$ cat src/rtl/dram_loader_pkg.sv
// Shared definitions for the diagnostic DRAM loader: subfunction codes,
// FSM states, the packed DRAM word layout and the staged half-word record.
package dram_loader_pkg;

    typedef enum logic [2:0] {
        SF_EVEN_XY  = 3'b000,
        SF_ODD_XY   = 3'b001,
        SF_J_COMMON = 3'b010,
        SF_EVEN_J   = 3'b011,
        SF_ODD_J    = 3'b100,
        SF_PAIR     = 3'b101,
        SF_COMMIT   = 3'b110,
        SF_CLEAR    = 3'b111
    } subfunc_e;

    typedef enum logic [1:0] {
        IDLE    = 2'd0,
        WR_EVEN = 2'd1,
        WR_ODD  = 2'd2,
        DONE    = 2'd3
    } state_e;

    localparam int ADDR_W       = 9;
    localparam int PAIR_W       = 8;
    localparam int DIN_W        = 15;

    // Field offsets within dram_din, counted from bit 0 (the MSB).
    localparam int DIN_A_POS    = 0;
    localparam int DIN_B_POS    = 3;
    localparam int DIN_P_POS    = 6;
    localparam int DIN_J14_POS  = 7;
    localparam int DIN_J710_POS = 11;
    localparam int DIN_XY_W     = 3;
    localparam int DIN_J_W      = 4;

    // Everything that differs between the even and odd word of a pair.
    typedef struct packed {
        logic [0:2] a;
        logic [0:2] b;
        logic       p;
        logic [0:3] j710;
    } half_t;

    localparam half_t HALF_ZERO = '0;

endpackage

$ cat src/rtl/dram_word_pack.sv
// Assembles one DRAM word from its staged fields and reports whether the
// resulting 15-bit word carries odd (good) parity.
module dram_word_pack
    import dram_loader_pkg::*;
(
    input  logic [0:2]  a_i,
    input  logic [0:2]  b_i,
    input  logic        p_i,
    input  logic [0:3]  j14_i,
    input  logic [0:3]  j710_i,
    output logic [0:14] word_o,
    output logic        par_ok_o
);

    always_comb begin
        word_o                              = '0;
        word_o[DIN_A_POS    +: DIN_XY_W]    = a_i;
        word_o[DIN_B_POS    +: DIN_XY_W]    = b_i;
        word_o[DIN_P_POS]                   = p_i;
        word_o[DIN_J14_POS  +: DIN_J_W]     = j14_i;
        word_o[DIN_J710_POS +: DIN_J_W]     = j710_i;
    end

    // P is passed through untouched, so a deliberately bad P shows up here.
    assign par_ok_o = ^word_o;

endmodule

$ cat src/rtl/dram_loader.sv
// Diagnostic loader: stages DRAM fields from EBUS strobes and commits them as
// an even/odd word pair with a fixed four-cycle write sequence.
module dram_loader
    import dram_loader_pkg::*;
(
    input  logic        clk,
    input  logic        rst_n,
    input  logic        diag_load,
    input  logic [4:6]  diag_func,
    input  logic [0:35] ebus_data,
    output logic [0:8]  dram_addr,
    output logic [0:14] dram_din,
    output logic        dram_we,
    output logic        busy,
    output logic        done,
    output logic        par_err,
    output logic        overrun
);

    state_e      state_q,   state_d;
    half_t       even_q,    even_d;
    half_t       odd_q,     odd_d;
    logic [0:3]  j14_q,     j14_d;
    logic [0:7]  pair_q,    pair_d;
    logic [0:8]  addr_q,    addr_d;
    logic [0:14] din_q,     din_d;
    logic        we_q,      we_d;
    logic        busy_q,    busy_d;
    logic        done_q,    done_d;
    logic        par_err_q, par_err_d;
    logic        overrun_q, overrun_d;

    half_t       pack_half;
    logic [0:14] pack_word;
    logic        pack_par_ok;
    logic        unused_ebus;

    assign unused_ebus = ^ebus_data[8:35];

    // The packer always prepares the word for the write cycle that follows.
    assign pack_half = (state_q == WR_EVEN) ? odd_q : even_q;

    dram_word_pack u_pack (
        .a_i      (pack_half.a),
        .b_i      (pack_half.b),
        .p_i      (pack_half.p),
        .j14_i    (j14_q),
        .j710_i   (pack_half.j710),
        .word_o   (pack_word),
        .par_ok_o (pack_par_ok)
    );

    always_comb begin
        state_d   = state_q;
        even_d    = even_q;
        odd_d     = odd_q;
        j14_d     = j14_q;
        pair_d    = pair_q;
        busy_d    = busy_q;
        par_err_d = par_err_q;
        overrun_d = overrun_q;
        we_d      = 1'b0;
        done_d    = 1'b0;
        din_d     = '0;

        case (state_q)
            IDLE: begin
                if (diag_load) begin
                    case (subfunc_e'(diag_func))
                        SF_EVEN_XY: begin
                            even_d.a = ebus_data[0:2];
                            even_d.b = ebus_data[3:5];
                            even_d.p = ebus_data[6];
                        end
                        SF_ODD_XY: begin
                            odd_d.a = ebus_data[0:2];
                            odd_d.b = ebus_data[3:5];
                            odd_d.p = ebus_data[6];
                        end
                        SF_J_COMMON: j14_d       = ebus_data[0:3];
                        SF_EVEN_J:   even_d.j710 = ebus_data[0:3];
                        SF_ODD_J:    odd_d.j710  = ebus_data[0:3];
                        SF_PAIR:     pair_d      = ebus_data[0:7];
                        SF_COMMIT: begin
                            state_d = WR_EVEN;
                            busy_d  = 1'b1;
                            we_d    = 1'b1;
                            din_d   = pack_word;
                        end
                        SF_CLEAR: begin
                            even_d    = HALF_ZERO;
                            odd_d     = HALF_ZERO;
                            j14_d     = '0;
                            pair_d    = '0;
                            par_err_d = 1'b0;
                            overrun_d = 1'b0;
                        end
                        default: ;
                    endcase
                end
            end
            WR_EVEN: begin
                state_d = WR_ODD;
                we_d    = 1'b1;
                din_d   = pack_word;
            end
            WR_ODD: begin
                state_d = DONE;
                done_d  = 1'b1;
            end
            DONE: begin
                state_d = IDLE;
                busy_d  = 1'b0;
                pair_d  = pair_q + 8'd1;
            end
            default: state_d = IDLE;
        endcase

        // Loads arriving mid-sequence are dropped and only leave a trace here.
        if (diag_load && (state_q != IDLE)) begin
            overrun_d = 1'b1;
        end

        if (we_d && !pack_par_ok) begin
            par_err_d = 1'b1;
        end

        if (state_d == WR_EVEN) begin
            addr_d = {pair_q, 1'b0};
        end else if (state_d == WR_ODD) begin
            addr_d = {pair_q, 1'b1};
        end else begin
            addr_d = {pair_d, 1'b0};
        end
    end

    always_ff @(posedge clk or negedge rst_n) begin
        if (!rst_n) begin
            state_q   <= IDLE;
            even_q    <= HALF_ZERO;
            odd_q     <= HALF_ZERO;
            j14_q     <= '0;
            pair_q    <= '0;
            addr_q    <= '0;
            din_q     <= '0;
            we_q      <= 1'b0;
            busy_q    <= 1'b0;
            done_q    <= 1'b0;
            par_err_q <= 1'b0;
            overrun_q <= 1'b0;
        end else begin
            state_q   <= state_d;
            even_q    <= even_d;
            odd_q     <= odd_d;
            j14_q     <= j14_d;
            pair_q    <= pair_d;
            addr_q    <= addr_d;
            din_q     <= din_d;
            we_q      <= we_d;
            busy_q    <= busy_d;
            done_q    <= done_d;
            par_err_q <= par_err_d;
            overrun_q <= overrun_d;
        end
    end

    assign dram_addr = addr_q;
    assign dram_din  = din_q;
    assign dram_we   = we_q;
    assign busy      = busy_q;
    assign done      = done_q;
    assign par_err   = par_err_q;
    assign overrun   = overrun_q;

endmodule
$ cat config.mk
export PLATFORM = sky130hd
export DESIGN_NAME = dram_loader
export DESIGN_NICKNAME = d
export VERILOG_FILES = /design/src/rtl/dram_loader_pkg.sv /design/src/rtl/dram_word_pack.sv /design/src/rtl/dram_loader.sv
export SDC_FILE = /design/constraint.sdc
export NUM_CORES = 1
export LEC_CHECK = 0
export CAP_MARGIN = 25
export CORE_MARGIN = 10
export CORE_UTILIZATION = 56
export CTS_BUF_LIST = sky130_fd_sc_hd__clkbuf_8
export DETAILED_ROUTE_END_ITERATION = 10
export PLACE_DENSITY = 0.95
export SLEW_MARGIN = 20
export SYNTH_ARGS = -nofsm -noshare
export SYNTH_HDL_FRONTEND = slang
export SYNTH_SLANG_ARGS = --single-unit
$ cat constraint.sdc
create_clock -name clk -period 5 [get_ports clk]
set_input_delay 0.75 -clock clk [delete_from_list [all_inputs] [get_ports clk]]
set_output_delay 0.75 -clock clk [all_outputs]
set_load 0.1 [all_outputs]
==> results of run 1 <==
## power by group through the flow
stage	logic [mW]	clock network, mW	registers [mW]
finish	1.71	0.479	0.894
global route	1.81	0.509	0.920
CTS	1.71	0.482	0.890
detailed placement	1.69	0	0.896
global placement	1.63	0	0.880
floorplan	0.815	0	1.40
## routing by layer
layer,vias to the layer above,track usage [%]
met5,-,0
met2,93,27.1
met1,1115,20.3
li1,1034,-
met4,0,10.0
met3,20,4.96
## registers in the layout, summed over array words and instances (netlist names)
| signal | flops |
|---|---|
| busy | 1 |
| done | 1 |
| dram_addr | 9 |
| dram_din | 15 |
| dram_we | 1 |
| even_q | 11 |
| j14_q | 4 |
| odd_q | 11 |
| overrun | 1 |
| pair_q | 8 |
| par_err | 1 |
| state_q | 2 |
## cell usage in the layout, fill, tap and decap left out, types with 2 or more instances in the layout
master,Yosys,routed
mux2i_1,17,17
a21o_1,6,6
nor2_1,22,22
xnor2_1,6,6
xor2_1,11,11
mux2_2,15,15
dfrtp_1,65,65
nand2b_1,3,3
and2_1,5,5
a21oi_1,5,5
inv_1,11,11
ha_1,6,6
clkdlybuf4s50_1,0,41
nor3_1,2,2
o21ai_0,23,23
nor2b_1,4,4
a32oi_1,3,3
o2bb2ai_1,2,2
and3_1,7,7
a22o_1,6,6
nand2_1,26,26
xnor3_1,2,2
clkbuf_8,0,9
buf_4,3,2
bufinv_16,0,2
nand3_1,9,9
clkinv_2,0,3
## critical path: stages
cell             delay (ns)
clkdlybuf4s50_1        0.66
nand4b_4               0.23
a31oi_2                0.11
a21oi_1                0.80
mux2_2                 0.42
## final cells by class
type	count	area share, %
multi-input cells	189	35.7
clock inverters	6	2.24
well taps	70	2.34
repair buffers	45	11.8
flip-flops and latches	65	43.5
inverters	11	1.10
clock buffers	9	3.31
## path summary, 6_finish.rpt
check,endpoint,depth (start not counted)
worst max-delay path,dram_addr[6],5
worst min-delay path,even_q[5],2
worst max register to register,dram_addr[6],5
worst min register to register,even_q[5],2
max in group asynchronous,even_q[0],2
min in group asynchronous,dram_addr[3],2
## through the flow
| stage | util, % | power [mW] |
|---|---|---|
| after floorplan | - | 2.21 |
| after global placement | 67.7 | 2.51 |
| after detailed placement | 67.9 | 2.59 |
| after CTS | 71.9 | 3.08 |
| after global routing | 71.9 | 3.24 |
| final | 71.9 | 3.09 |
## cells by family (layout without fill, tap and decap cells)
group	after synthesis	count (layout)	synth area share (%)
AOI/OAI and AO/OA	50	50	10.6
xor gates and xnor gates	19	19	6.31
adders and majority gates	6	6	2.44
buffers and inverters	23	71	3.58
DFF	65	65	52.9
muxes	32	32	11.0
and+or+nand+nor	82	82	13.1
==> summary.md, run 1 <==
| Metric | Value |
|---|---|
| Final Hold Viols | 0 |
| Avg Inst Size Synth | 11.1 um2 |
| Power per cell area | approximately 820 nW/um2 |
| Max Fclk | 364 MHz |
| Hold_sp | even_q[5] |
| First-pass GRT wire length | about 12000 um |
| Overall Global Routing Usage | 17.2% |
| CP arrival | around 3.0 ns |
| CTS Buffer Depth | 2 |
| Max Cap Violations | 0 |
| Share of cells above drive strength 1 | approximately an eighth |
| Int Power | 1.64 mW |
| Share of power burned in registers | between 20% and 30% |
| Vert. Die Dim | 94.1 um |
| TritonCTS clock tree | built |
| Top cell type's share of synthesized area | between 50% and 60% |
| Synth warn | 0 |
| Status | finished clean |
| Synth area leader | dfrtp_1 |
| DR pass1 iterations | 5 |
| Switching Fraction | between 40% and 50% |
| Hpwl dp | slightly below 5000 um |
| Crit path time final | roughly 2.7 ns |
| Clock Root Buffer | clkbuf_8 |
| RSZ-0062 raised after global routing | false |
| Critical Path Source | diag_func[6] |
| Inst Count DP | 380 |
| Core area | around 5200 um2 |
| Setup TNS | 0 ns |
| Final #Nets | approximately 370 |
| Clk sinks | 65 |
| Final setup viols | 0 |
| Leakage power | ~1.8 nW |
| Finished Cell Area | 3740 um2 |
| Total gr overflow | 0 |
| Detailed-route via count | 2262 |
| Seq/Total Area, Yosys | 52.9% |
| PortBufs | 42 |
| Hold buffers post-CTS | 0 |
| Period utilization | around 55% |
| Reg clk slew, reported paths | 0.07 ns |
| Final Max Slew Viols | 0 |
| Synthesized flop and latch total | 65 |
| Fillers | 362 |
| Dpl cell area | 3530 um2 |
| Largest net degree at the start of global routing | 66 |
| Vias per inst | 5.73 |
| CP max FO | 12 |
| FF-to-FF setup slack | 2.54 ns |
| Top cells by area, synth | dfrtp_1 (53%), mux2i_1 (5.5%), mux2_2 (5.5%), o21ai_0 (3.7%), nand2_1 (3.2%) |
| Combinational share of power | roughly 56% |
| Final wirelength | 7110 um |
| Slew headroom | 33.1% |
| Post-Syn Instances | about 280 |
| Register area | between 1500 and 2000 um2 |
| Ant diodes | 0 |
| Slew @ Worst Pin | 1.00 ns |
| Worst slack, placed | 1.94 ns |
| FF-to-FF Start | state_q[0] |
| Max layer used | met4 |
| Worst setup margin | 2.25 ns |
| Worst VDD drop | approximately 550 uV |
| DRC Markers | 0 |
| Synth async-reset ratio | 100% |
| Crit end category | flop |
| Avg WL per Cell | 18.0 um |
| Die area | a little under 9000 um2 |
| # rows | 26 |
| Min-delay worst type | flop to flop |
| Most used DFF post-synth | dfrtp_1 |
| Initial antenna violation count | 0 |
| Die X | 94.1 um |
| Fin Hold WS | between 0.5 and 0.6 ns |
| Metal3 WL | 516 um |
| Met2 wire length | about 3500 um |
| Multi-input gate area | roughly 1300 um2 |
| Initial DRC count | 192 |
| Ports | 71 |
| CP Launch Type | input port |
| PostCTS Resize Cnt | 0 |
| Post-route insts no fill | 395 |
| H-tree Lvls | 3 |
| Skew-Pair Late Insertion Delay | between 0.3 and 0.4 ns |
| Synth unique cells | 35 |
| Worst Path Required | between 5 and 6 ns |
| WS Path Type | input port to flop |
| Metal-1 WL | ~2900 um |
| Synth top cells by count | dfrtp_1 (65), nand2_1 (26), o21ai_0 (23) |
| Initial core utilization | 59.0% |
| Final ANT Viol Nets | 0 |
| Most common cell in the synthesized netlist | dfrtp_1 |
| GP Congestion | roughly 0.84 |
| Synth Cell Area | 3070 um2 |
| Clk pwr share | between 15 and 20% |
| Synth-to-Final Area Change | 21.7% |
| Vias in the first global route | 2358 |
| NetSw | around 1.4 mW |
| Setup Skew | 0.00396 ns |
| EDFF count, synth | 0 |
| Total setup buffers inserted after CTS | 0 |
| Total CTS buffers | 9 |
| Syn Nets | ~330 |
(Power assumes the default switching activity.)
==> inputs of run 2 (changes only) <==
--- a/config.mk
+++ b/config.mk
@@ -7,10 +7,10 @@
 export LEC_CHECK = 0
 export CAP_MARGIN = 25
 export CORE_MARGIN = 10
-export CORE_UTILIZATION = 56
+export CORE_UTILIZATION = 47
 export CTS_BUF_LIST = sky130_fd_sc_hd__clkbuf_8
 export DETAILED_ROUTE_END_ITERATION = 10
-export PLACE_DENSITY = 0.95
+export PLACE_DENSITY = 0.89
 export SLEW_MARGIN = 20
 export SYNTH_ARGS = -nofsm -noshare
 export SYNTH_HDL_FRONTEND = slang
==> constraint.sdc (replaced) <==
create_clock -name clk -period 2.4 [get_ports clk]
set_input_delay 0.36 -clock clk [delete_from_list [all_inputs] [get_ports clk]]
set_output_delay 0.36 -clock clk [all_outputs]
set_load 0.1 [all_outputs]
==> run 2 against run 1 <==
Critical path depth rose by 2. Clock-buffer cell count did not move. Register-to-register slack got worse by 2.3 ns. Sequential share of layout area rose by 0.087 points. Non-clock buffer count rose by 7. Clock power rose by 96%. Clock skew rose by 0.0034 ns. Utilization fell by 13 points. Sequential power rose by 110%. First-iteration DRC count fell by 24%.
==> summary.md, run 2 (same netlist as run 1, synthesis figures left out) <==
| Metric | Value |
|---|---|
| First-pass GRT wire length | 11100 um (-6.1%) |
| Leakage power | 1.85 nW (+4.0%) |
| Reg clk slew, reported paths | 0.08 ns (about the same) |
| Slew @ Worst Pin | 0.683 ns (-0.317 ns) |
| Initial antenna violation count | 0 (unchanged) |
| Final Max Slew Viols | 0 (unchanged) |
| PostCTS Resize Cnt | 0 (unchanged) |
| Hold buffers post-CTS | 0 (unchanged) |
| Worst VDD drop | 748 uV (+37%) |
| Final core occ | 58.8% (-13 points) |
| Initial core utilization | 48.4% (-11 points) |
| Slew headroom | 54.4% (+21 points) |
| Fillers | 486 (+34%) |
| H-tree Lvls | 3 (unchanged) |
| Final ANT Viol Nets | 0 (unchanged) |
| Worst slack, placed | 0.194 ns (-1.75 ns) |
| Largest net degree at the start of global routing | 37 (-44%) |
| Initial DRC count | 145 (-24%) |
| RSZ-0062 raised after global routing | false |
| Die area | 10200 um2 (+15%) |
| Crit path time final | roughly 2.2 ns |
| Setup TNS | 0 ns (unchanged) |
| Hpwl dp | 4870 um (-0.43%) |
| Critical Path Source | state_q[1] |
| CP arrival | 2.42 ns (-0.56 ns) |
| Period utilization | 89.7% |
| Vias per inst | 5.30 (-7.5%) |
| Final Hold Viols | 0 (unchanged) |
| Status | finished clean |
| # rows | 29 (+12%) |
| Core area | 6350 um2 (+22%) |
| Overall Global Routing Usage | 14.0% (-3.2 points) |
| CP Launch Type | flop |
| Crit-path slowest cell | dfrtp_1 |
| Die X | 101 um (+7.2%) |
| TritonCTS clock tree | built |
| Vert. Die Dim | 101 um (+7.2%) |
| Total gr overflow | 0 (unchanged) |
| Total CTS buffers | 9 (unchanged) |
| CP cell instances | inv_1, ha_1, buf_4, mux2i_1, xnor2_1, xnor3_1, o21ai_1 |
| Power per cell area | 1680 nW/um2 (+100%) |
| Skew-Pair Late Insertion Delay | 0.35 ns (about the same) |
| Commonest cells after routing, fill and taps aside | dfrtp_1 (65), buf_4 (38), nand2_1 (26) |
| Min-delay worst type | input port to async pin |
| DR pass1 iterations | 4 (-1) |
| Worst setup margin | 0.246 ns (-2.01 ns) |
| Share of cells above drive strength 1 | 22.5% (+11 points) |
| Final setup viols | 0 (unchanged) |
| GP Congestion | 0.921 (+9.4%) |
| Final #Nets | 376 (+1.9%) |
| Vias in the first global route | 2300 (-2.5%) |
| Ant diodes | 0 (unchanged) |
| Max Cap Violations | 0 (unchanged) |
| Max stage delay on crit path | 0.40 ns (-0.40 ns) |
| Leading cell type in the layout, fill and taps excluded | dfrtp_1 |
| Clock Root Buffer | clkbuf_8 |
| DRC Markers | 0 (unchanged) |
| CTS Buffer Depth | 2 (unchanged) |
| FF-to-FF Start | state_q[1] |
| Max reg flops | 15 (unchanged) |
| Avg WL per Cell | 16.3 um (-9.7%) |
| Total setup buffers inserted after CTS | 0 (unchanged) |
| Crit end category | flop |
| Clk sinks | 65 (unchanged) |
| Synth-to-Final Area Change | 21.5% |
| WS Path Type | flop to flop |
| CP max FO | 7 (-5) |
| Setup Skew | 0.00733 ns (+0.00337 ns) |
| Final wirelength | 6670 um (-6.2%) |
| Fin Hold WS | 0.0483 ns (-0.467 ns) |
| Worst Path Required | 2.66 ns (-2.57 ns) |
| Max Fclk | 464 MHz |
| Detailed-route via count | 2172 (-4.0%) |
| PortBufs | 42 (unchanged) |
| Ports | 71 (unchanged) |
-- run 2: cell count changes in the layout (fill, tap and decap cells not counted) --
cell / previous run / this run
clkinv_2: 3 / 0
clkinv_4: 1 / 2
clkinvlp_4: 0 / 3
bufinv_16: 2 / 1
buf_12: 0 / 1
buf_6: 1 / 0
clkdlybuf4s50_1: 41 / 12
buf_4: 2 / 38
inv_6: 0 / 1
-- run 2: final cells by class --
cell class	instances	area [um2]	share of cell area (%)
Inverter	11	41.3	1.11
Tap cell	77	96.3	2.58
Clock inverter	7	78.8	2.11
Sequential cell	65	1630	43.6
Clock buffer	9	124	3.32
Multi-Input combinational cell	189	1340	35.8
Timing Repair Buffer	52	430	11.5
-- run 2: power breakdown --
group / switching (mW) / leakage [nW] / internal [mW]
Combinational: 2.18 / 0.915 / 1.30
Clock: 0.454 / 0.0921 / 0.486
Sequential: 0.326 / 0.842 / 1.53
Total: 2.96 / 1.85 / 3.31
-- run 2: metal layers --
| layer | global-route usage [%] | vias to the layer above | part of all wire [%] |
|---|---|---|---|
| met2 | 22.5 | 60 | 50 |
| met3 | 4.66 | 9 | 6.2 |
| met5 | 0 | - | 0 |
| li1 | - | 1047 | - |
| met1 | 16.3 | 1056 | 42 |
| met4 | 6.74 | 0 | 1.7 |
-- run 2: critical path, delay by kind of cell, from the launching register on --
kind,cells,cell delay (ns)
xor gates and xnor gates,2,0.52
DFF,1,0.40
buffers and inverters,2,0.36
adders and majority gates,1,0.33
muxes,1,0.32
AOI/OAI and AO/OA,1,0.14
-- run 2: path summary, 6_finish.rpt --
path	to	slack (ns)	cells after the start
setup / recovery	par_err	0.25	7
max in group asynchronous	even_q[4]	1.73	2
hold / removal	odd_q[6]	0.05	1
min in group clk	even_q[5]	0.48	2
hold reg to reg	even_q[5]	0.48	2
setup reg to reg	par_err	0.25	7
-- run 2: stage by stage --
stage               total power, mW  cells  cell area (um2)
CTS                            6.31    410             3730
global placement               5.25    394             3530
global route                   6.64    410             3730
finish                         6.27    410             3730
floorplan                      4.61    277             3070
detailed placement             5.36    394             3530
